<file path="config.mk">
export PLATFORM = sky130hd
export DESIGN_NAME = hack_cpu_core
export DESIGN_NICKNAME = d
export VERILOG_FILES = /design/src/rtl/hack_cpu_core.sv
export SDC_FILE = /design/constraint.sdc
export NUM_CORES = 1
export LEC_CHECK = 0
export BUFFER_PORTS_ARGS = -buffer_cell sky130_fd_sc_hd__buf_2
export CAP_MARGIN = 20
export CORE_MARGIN = 3
export CORE_UTILIZATION = 50
export CTS_CLUSTER_DIAMETER = 150
export DETAILED_ROUTE_END_ITERATION = 7
export GPL_TIMING_DRIVEN = 0
export PLACE_DENSITY = 0.84
export REMOVE_ABC_BUFFERS = 1
export SLEW_MARGIN = 5
export SYNTH_ARGS = -nofsm -noshare
export SYNTH_HDL_FRONTEND = slang
export SYNTH_SLANG_ARGS = --single-unit
</file>
<file path="constraint.sdc">
create_clock -name clk -period 7.1 [get_ports clk]
set_input_delay 1.065 -clock clk [delete_from_list [all_inputs] [get_ports clk]]
set_output_delay 1.065 -clock clk [all_outputs]
set_load 0.005 [all_outputs]
</file>
<file path="src/rtl/hack_cpu_core.sv">
// Hack CPU core: instruction decode, internal alu, and the A/D/PC register file.
// outM/writeM/addressM are combinational and A/D/pc update one edge later; stall=1 holds all state and suppresses writeM.
module hack_cpu_core #(
    parameter int                ADDR_W   = 15,
    parameter logic [ADDR_W-1:0] RESET_PC = '0
) (
    input  logic              clk,
    input  logic              reset,
    input  logic              stall,
    input  logic [15:0]       instruction,
    input  logic [15:0]       inM,
    output logic [15:0]       outM,
    output logic              writeM,
    output logic [ADDR_W-1:0] addressM,
    output logic [ADDR_W-1:0] pc
);

    typedef struct packed {
        logic zx;
        logic nx;
        logic zy;
        logic ny;
        logic f;
        logic no;
    } alu_ctrl_t;

    typedef struct packed {
        logic      is_c;
        logic      sel_m;
        alu_ctrl_t alu;
        logic      dst_a;
        logic      dst_d;
        logic      dst_m;
        logic      jmp_lt;
        logic      jmp_eq;
        logic      jmp_gt;
    } dec_t;

    // Bits [14:13] of a C-instruction carry no meaning and are dropped here.
    function automatic dec_t decode(input logic [15:0] instr);
        dec_t d;
        d.is_c   = instr[15];
        d.sel_m  = instr[12];
        d.alu    = alu_ctrl_t'(instr[11:6]);
        d.dst_a  = instr[5];
        d.dst_d  = instr[4];
        d.dst_m  = instr[3];
        d.jmp_lt = instr[2];
        d.jmp_eq = instr[1];
        d.jmp_gt = instr[0];
        return d;
    endfunction

    logic [15:0]       a_reg;
    logic [15:0]       d_reg;
    logic [ADDR_W-1:0] pc_reg;

    dec_t              dec;
    logic [15:0]       alu_y;
    logic [15:0]       x_z;
    logic [15:0]       x_n;
    logic [15:0]       y_z;
    logic [15:0]       y_n;
    logic [15:0]       alu_f;
    logic [15:0]       alu_out;
    logic              alu_zr;
    logic              alu_ng;
    logic              take_jump;
    logic [ADDR_W-1:0] pc_next;

    assign dec   = decode(instruction);
    assign alu_y = dec.sel_m ? inM : a_reg;

    always_comb begin
        x_z     = dec.alu.zx ? 16'h0000 : d_reg;
        x_n     = dec.alu.nx ? ~x_z : x_z;
        y_z     = dec.alu.zy ? 16'h0000 : alu_y;
        y_n     = dec.alu.ny ? ~y_z : y_z;
        alu_f   = dec.alu.f ? (x_n + y_n) : (x_n & y_n);
        alu_out = dec.alu.no ? ~alu_f : alu_f;
    end

    assign alu_zr = (alu_out == 16'h0000);
    assign alu_ng = alu_out[15];

    // Jump target is the A value before this edge, even when the same instruction writes A.
    assign take_jump = dec.is_c & ((dec.jmp_lt & alu_ng) |
                                   (dec.jmp_eq & alu_zr) |
                                   (dec.jmp_gt & ~alu_zr & ~alu_ng));
    assign pc_next   = take_jump ? a_reg[ADDR_W-1:0] : pc_reg + ADDR_W'(1);

    assign outM     = alu_out;
    assign writeM   = dec.is_c & dec.dst_m & ~stall & ~reset;
    assign addressM = a_reg[ADDR_W-1:0];
    assign pc       = pc_reg;

    always_ff @(posedge clk or posedge reset) begin
        if (reset) begin
            a_reg  <= 16'h0000;
            d_reg  <= 16'h0000;
            pc_reg <= RESET_PC;
        end else if (!stall) begin
            if (!dec.is_c) begin
                a_reg <= instruction;
            end else if (dec.dst_a) begin
                a_reg <= alu_out;
            end
            if (dec.is_c && dec.dst_d) begin
                d_reg <= alu_out;
            end
            pc_reg <= pc_next;
        end
    end

endmodule

</file>
; ---- After elaboration in Yosys (flattened, before gate mapping)
; Index checks and enable logic that the tools add are counted.
[totals]
regBits = 47
latch_bits = 0
mem_bits_rw = 0
romBits = 0
output_inout_bits = 47
wordCells = 38
mem_count = 0
[classes]
add_sub_neg = 2
multipliers = 0
div = 0
n_lt_le_gt_ge = 0
eq_ne = 1
n_shift = 0
n_mux = 10
bitwise_logic = 18
reduce_logical = 4
[op_table]
columns = op, count
row1 = $mux 16, 9
row2 = $not 16->16, 3
row3 = $add 16x16->16, 1
row4 = $and 16x16->16, 1
row5 = $logic_not 16->1, 1
row6 = $add 15x1->15 const B, 1
row7 = $mux 15, 1
row8 = $and 1x1->1, 8
row9 = $not 1->1, 4
row10 = $reduce_and 2->1, 2
row11 = $ne 2x2->1 const B, 1
row12 = $or 1x1->1, 2
row13 = $logic_and 1x1->1, 1

; ---- Depth between registers and ports, before layout
[depth]
word_depth = 15
mapped_depth = 18
ltp_nobuf = 15

; ---- Worst setup path after synthesis
; No wires, ideal clock.
[synth_path]
kind = input-to-reg
start = input instruction[12]
end = register pc_reg[10] (netlist: pc[10])
setup_ns = 0.126
t_arrival_ns = 5.362
required_time_ns = 6.974
path_slack_ns = 1.612
path_stages = 18
path_buffers = 4
path_cell_list = clkbuf_1 clkbuf_1 mux2i_1 nor2_1 xor2_1 ha_1 clkbuf_1 a21oi_1 o21ai_0 a311o_1 and3_1 or4_4 a2111oi_4 nand4_1 a311oi_2 buf_2 a21oi_1 a221o_1
[synth_via]
elab_chain_len = 15
elab_cells_between_ends = 20
cone_classes = add/sub: 1 / mux: 6 / bitwise: 12 / reduce/logical: 1
[synth_rtl]
columns = element, line
row1 = start: declaration, 10  ; input logic [15:0] instruction,
row2 = $mux 16 (*), 72  ; assign alu_y = dec.sel_m ? inM : a_reg;
row3 = $mux 16 (*), 77  ; y_z = dec.alu.zy ? 16'h0000 : alu_y;
row4 = $not 16->16, 78  ; y_n = dec.alu.ny ? ~y_z : y_z;
row5 = $mux 16 (*), 78
row6 = $add 16x16->16 / $and 16x16->16 (equally long branches), 79  ; alu_f = dec.alu.f ? (x_n + y_n) : (x_n & y_n);
row7 = $mux 16 (*), 79
row8 = $not 16->16, 80  ; alu_out = dec.alu.no ? ~alu_f : alu_f;
row9 = $mux 16 (*), 80
row10 = $logic_not 16->1, 83  ; assign alu_zr = (alu_out == 16'h0000);
row11 = $not 1->1, 89  ; (dec.jmp_gt & ~alu_zr & ~alu_ng));
row12 = $and 1x1->1 (2 in a row), 89
row13 = $or 1x1->1 (*), 88  ; (dec.jmp_eq & alu_zr) |
row14 = $and 1x1->1 (*), 87  ; assign take_jump = dec.is_c & ((dec.jmp_lt & alu_ng) |
row15 = $mux 15 (*), 90  ; assign pc_next = take_jump ? a_reg[ADDR_W-1:0] : pc_reg + ADDR_W'(1);
row16 = end signal: assignment, 111  ; pc_reg <= pc_next;
row17 = end: declaration, 56  ; logic [ADDR_W-1:0] pc_reg;
; Every way passes the cells marked *; elsewhere a longest branch is shown, timed or not.
; A chain may end at the register's enable or synchronous reset.

; ---- Worst setup path in the final report
[layout_path]
start = input instruction[12]
end = register pc_reg[3] (netlist: pc[3])
; Same word-level chain as after synthesis.

==> results.json <==
{
  "max_cap_viol_count": 0,
  "setup_ws_ps": 1096,
  "leakage_nw": 2.307,
  "cp.buffers_inverters": 2,
  "fillers": 798,
  "vias_per_cell": 6.127,
  "synthCells": 554,
  "numCtsBuffers": 5,
  "ys_top_cells_by_area": "dfrtp_1 25%, mux2i_1 7.6%, xnor2_1 5.9%",
  "irDropWorstVdd_uv": 131.7,
  "synthSimpleGateAreaFrac_pct": 21.18,
  "post_drt_wl_per_cell_um": 17.51,
  "critPathLaunch": "instruction[12]",
  "grt_pass1_vias": 4192,
  "yosysTopAreaCell": "dfrtp_1",
  "place_hpwl_mm": 9.216,
  "slew_headroom_pct": 38.85,
  "num_rows": 34,
  "syn_area_mm2": 0.004613,
  "cts_sinks": 47,
  "crit_arrival_ps": 6200,
  "rsz0062_at_grt": "false",
  "end_kind": "flop",
  "antenna_found_initial": 0,
  "synth_warnings": 0,
  "die_h_um": 102.1,
  "wirelength_mm": 12.27,
  "clkTransAtPathRegs_ps": 90,
  "synth_commonest_cells": "55 x nand2_1, 47 x dfrtp_1, 35 x mux2i_1",
  "tightest_slew_ps": 917.2,
  "initial_core_util_pct": 52.14,
  "drive_gt1_share_pct": 20.07,
  "min_period_over_period_pct": 84.57,
  "dp_slack_ps": 821.8,
  "cts_tree": "yes",
  "crit_path_start_kind": "primary input",
  "hold_start": "d_reg[15]",
  "gr-usage-all-layers_pct": 23.99,
  "synth_top_family_by_area": "compound AO/OA/AOI/OAI gates",
  "synth_edf_count": 0,
  "hold_buffers": 0,
  "synth_top_area_share_pct": 25.49,
  "synth_xor_xnor_area_share_pct": 8.923,
  "critPathKind": "primary input to flop",
  "p_per_area_mw_per_mm2": 350.7,
  "async_reset_ff_share_pct": 100.0,
  "ys_ff_latch": 47,
  "clock_latency_ps": 310,
  "maxSlewViolCount": 0,
  "cpLargestDelayFamily": "compound AO/OA/AOI/OAI gates",
  "seq_area_frac_synth_pct": 25.49,
  "drc": 0,
  "fmax_ghz": 0.1665,
  "diodes": 0,
  "via_count": 4295,
  "synth.most_common_cell": "nand2_1",
  "ios": 82,
  "min_path_type": "flop to flop",
  "overflow": 0,
  "fin_tns_setup_ps": 0,
  "slowest_delay_ps": 700,
  "antenna_left": 0,
  "final_nets": 645,
  "fin_total_pwr_w": 0.001778,
  "dr.first_iter.drc_count": 338,
  "r2r_start": "a_reg[0]",
  "grt_pass1_wl_mm": 20.18,
  "dieArea_mm2": 0.01042,
  "utilization_pct": 57.31,
  "crit_chain": "buf_2, mux2i_1, nor2_1, xor2_1, ha_1, fa_1, a211oi_4, o21ai_1, a311o_1, and3_1, or4_4, a2111oi_4, nand4_1, a311oi_4, buf_8, a21oi_1, a221o_1",
  "regArea_mm2": 0.001176,
  "cts_max_level": 2,
  "finClkSkew_ps": 4.906,
  "cts-root-buf": "clkbuf_8",
  "crit_path_top_delay_cell": "a311oi_4",
  "clockBufferDepth": 2,
  "crit_fanout": 17,
  "muxShareOfSynthArea_pct": 10.52,
  "synth-compound-area-share_pct": 21.21,
  "post_cts_buffers": 0,
  "outcome": "complete, no violations",
  "drtPass1Iterations": 5,
  "core_mm2": 0.008848,
  "crit_required_ps": 7300,
  "synthAdderAreaFrac_pct": 5.045,
  "synth_cell_types": 71,
  "portBuffers": 81,
  "grt_max_degree": 40,
  "dieWidth_um": 102.1,
  "fin_crit_ps": 6005,
  "cts-resized-gates": 0,
  "setup_viol": 0,
  "syn_area_per_cell_um2": 8.327,
  "routabilityCongestion": 0.8935,
  "finalHoldViolCount": 0,
  "multi_input_area_mm2": 0.003100,
  "ys.flop_type": "dfrtp_1",
  "area_growth_pct": 9.927
}
## worst min-delay path, cell delays in order, from the launching register on
cell	delay (ps)
dfrtp_1	360
nand2_1	50
o21ai_0	60
## metrics by stage
step                      std cells  area [um^2]  hold WS (ps)
after floorplan                 502         4348         450.9
after global placement          691         4888         464.0
after detailed placement        693         4938         478.1
after CTS                       701         5071         499.3
after global routing            701         5071         526.5
final                           701         5071         494.7
## power by group
group | internal [W] | switching, W
Clock | 0.000141 | 0.000100
Combinational | 0.000470 | 0.000591
Sequential | 0.000374 | 0.000102
## final cells by class
cell class	count	area share [%]
Clock buffer	6	1.431
Clock inverter	2	1.184
Inverter	23	1.702
Multi-Input combinational cell	432	61.14
Sequential cell	47	23.19
Tap cell	108	2.665
Timing Repair Buffer	83	8.685
## metal layers
| layer | global-route usage, % | wire length (um) | share of wire [%] |
|---|---|---|---|
| met5 | 0 | 0 | 0 |
| met4 | 9.183 | 318 | 2.6 |
| met3 | 3.276 | 631 | 5.1 |
| met2 | 41.78 | 6205 | 51 |
| met1 | 30.09 | 5118 | 42 |
## logic make-up after synthesis
group                    count (synthesis)
AO/OA/AOI/OAI                          131
XOR/XNOR                                47
adder cells (fa/ha/maj)                 18
buffers and inverters                   75
flip-flops                              47
multiplexers                            47
AND/OR/NAND/NOR                        189
## path summary, 6_finish.rpt
kind	depth (start not counted)	end	slack, ps
worst min-delay path	2	d_reg[15]	490
worst max-delay path	17	pc[3]	1100
min in group asynchronous	2	a_reg[14]	660
max in group asynchronous	3	pc[1]	5940
worst min register to register	2	d_reg[15]	490
worst max register to register	16	pc[3]	1930
## placed cells by master, fill, tap and decap left out, types with 4 or more instances in the layout
master and instances:
buf_2 81, mux2i_1 35, a21o_1 4, nand3_1 12
ha_1 17, a211oi_1 6, nor2b_1 14, and3b_1 4
xnor2_1 31, a21oi_1 25, nor3_1 6, o21a_1 4
o211ai_1 6, or3_1 18, inv_1 20, o21ai_0 26
nand2_1 55, xor2_1 16, dfrtp_1 47, nor2_1 32
clkbuf_8 5, mux2_2 12, a221o_1 12, nand2b_1 23
and3_1 6
No activity file was read; power rests on OpenSTA's default activity.
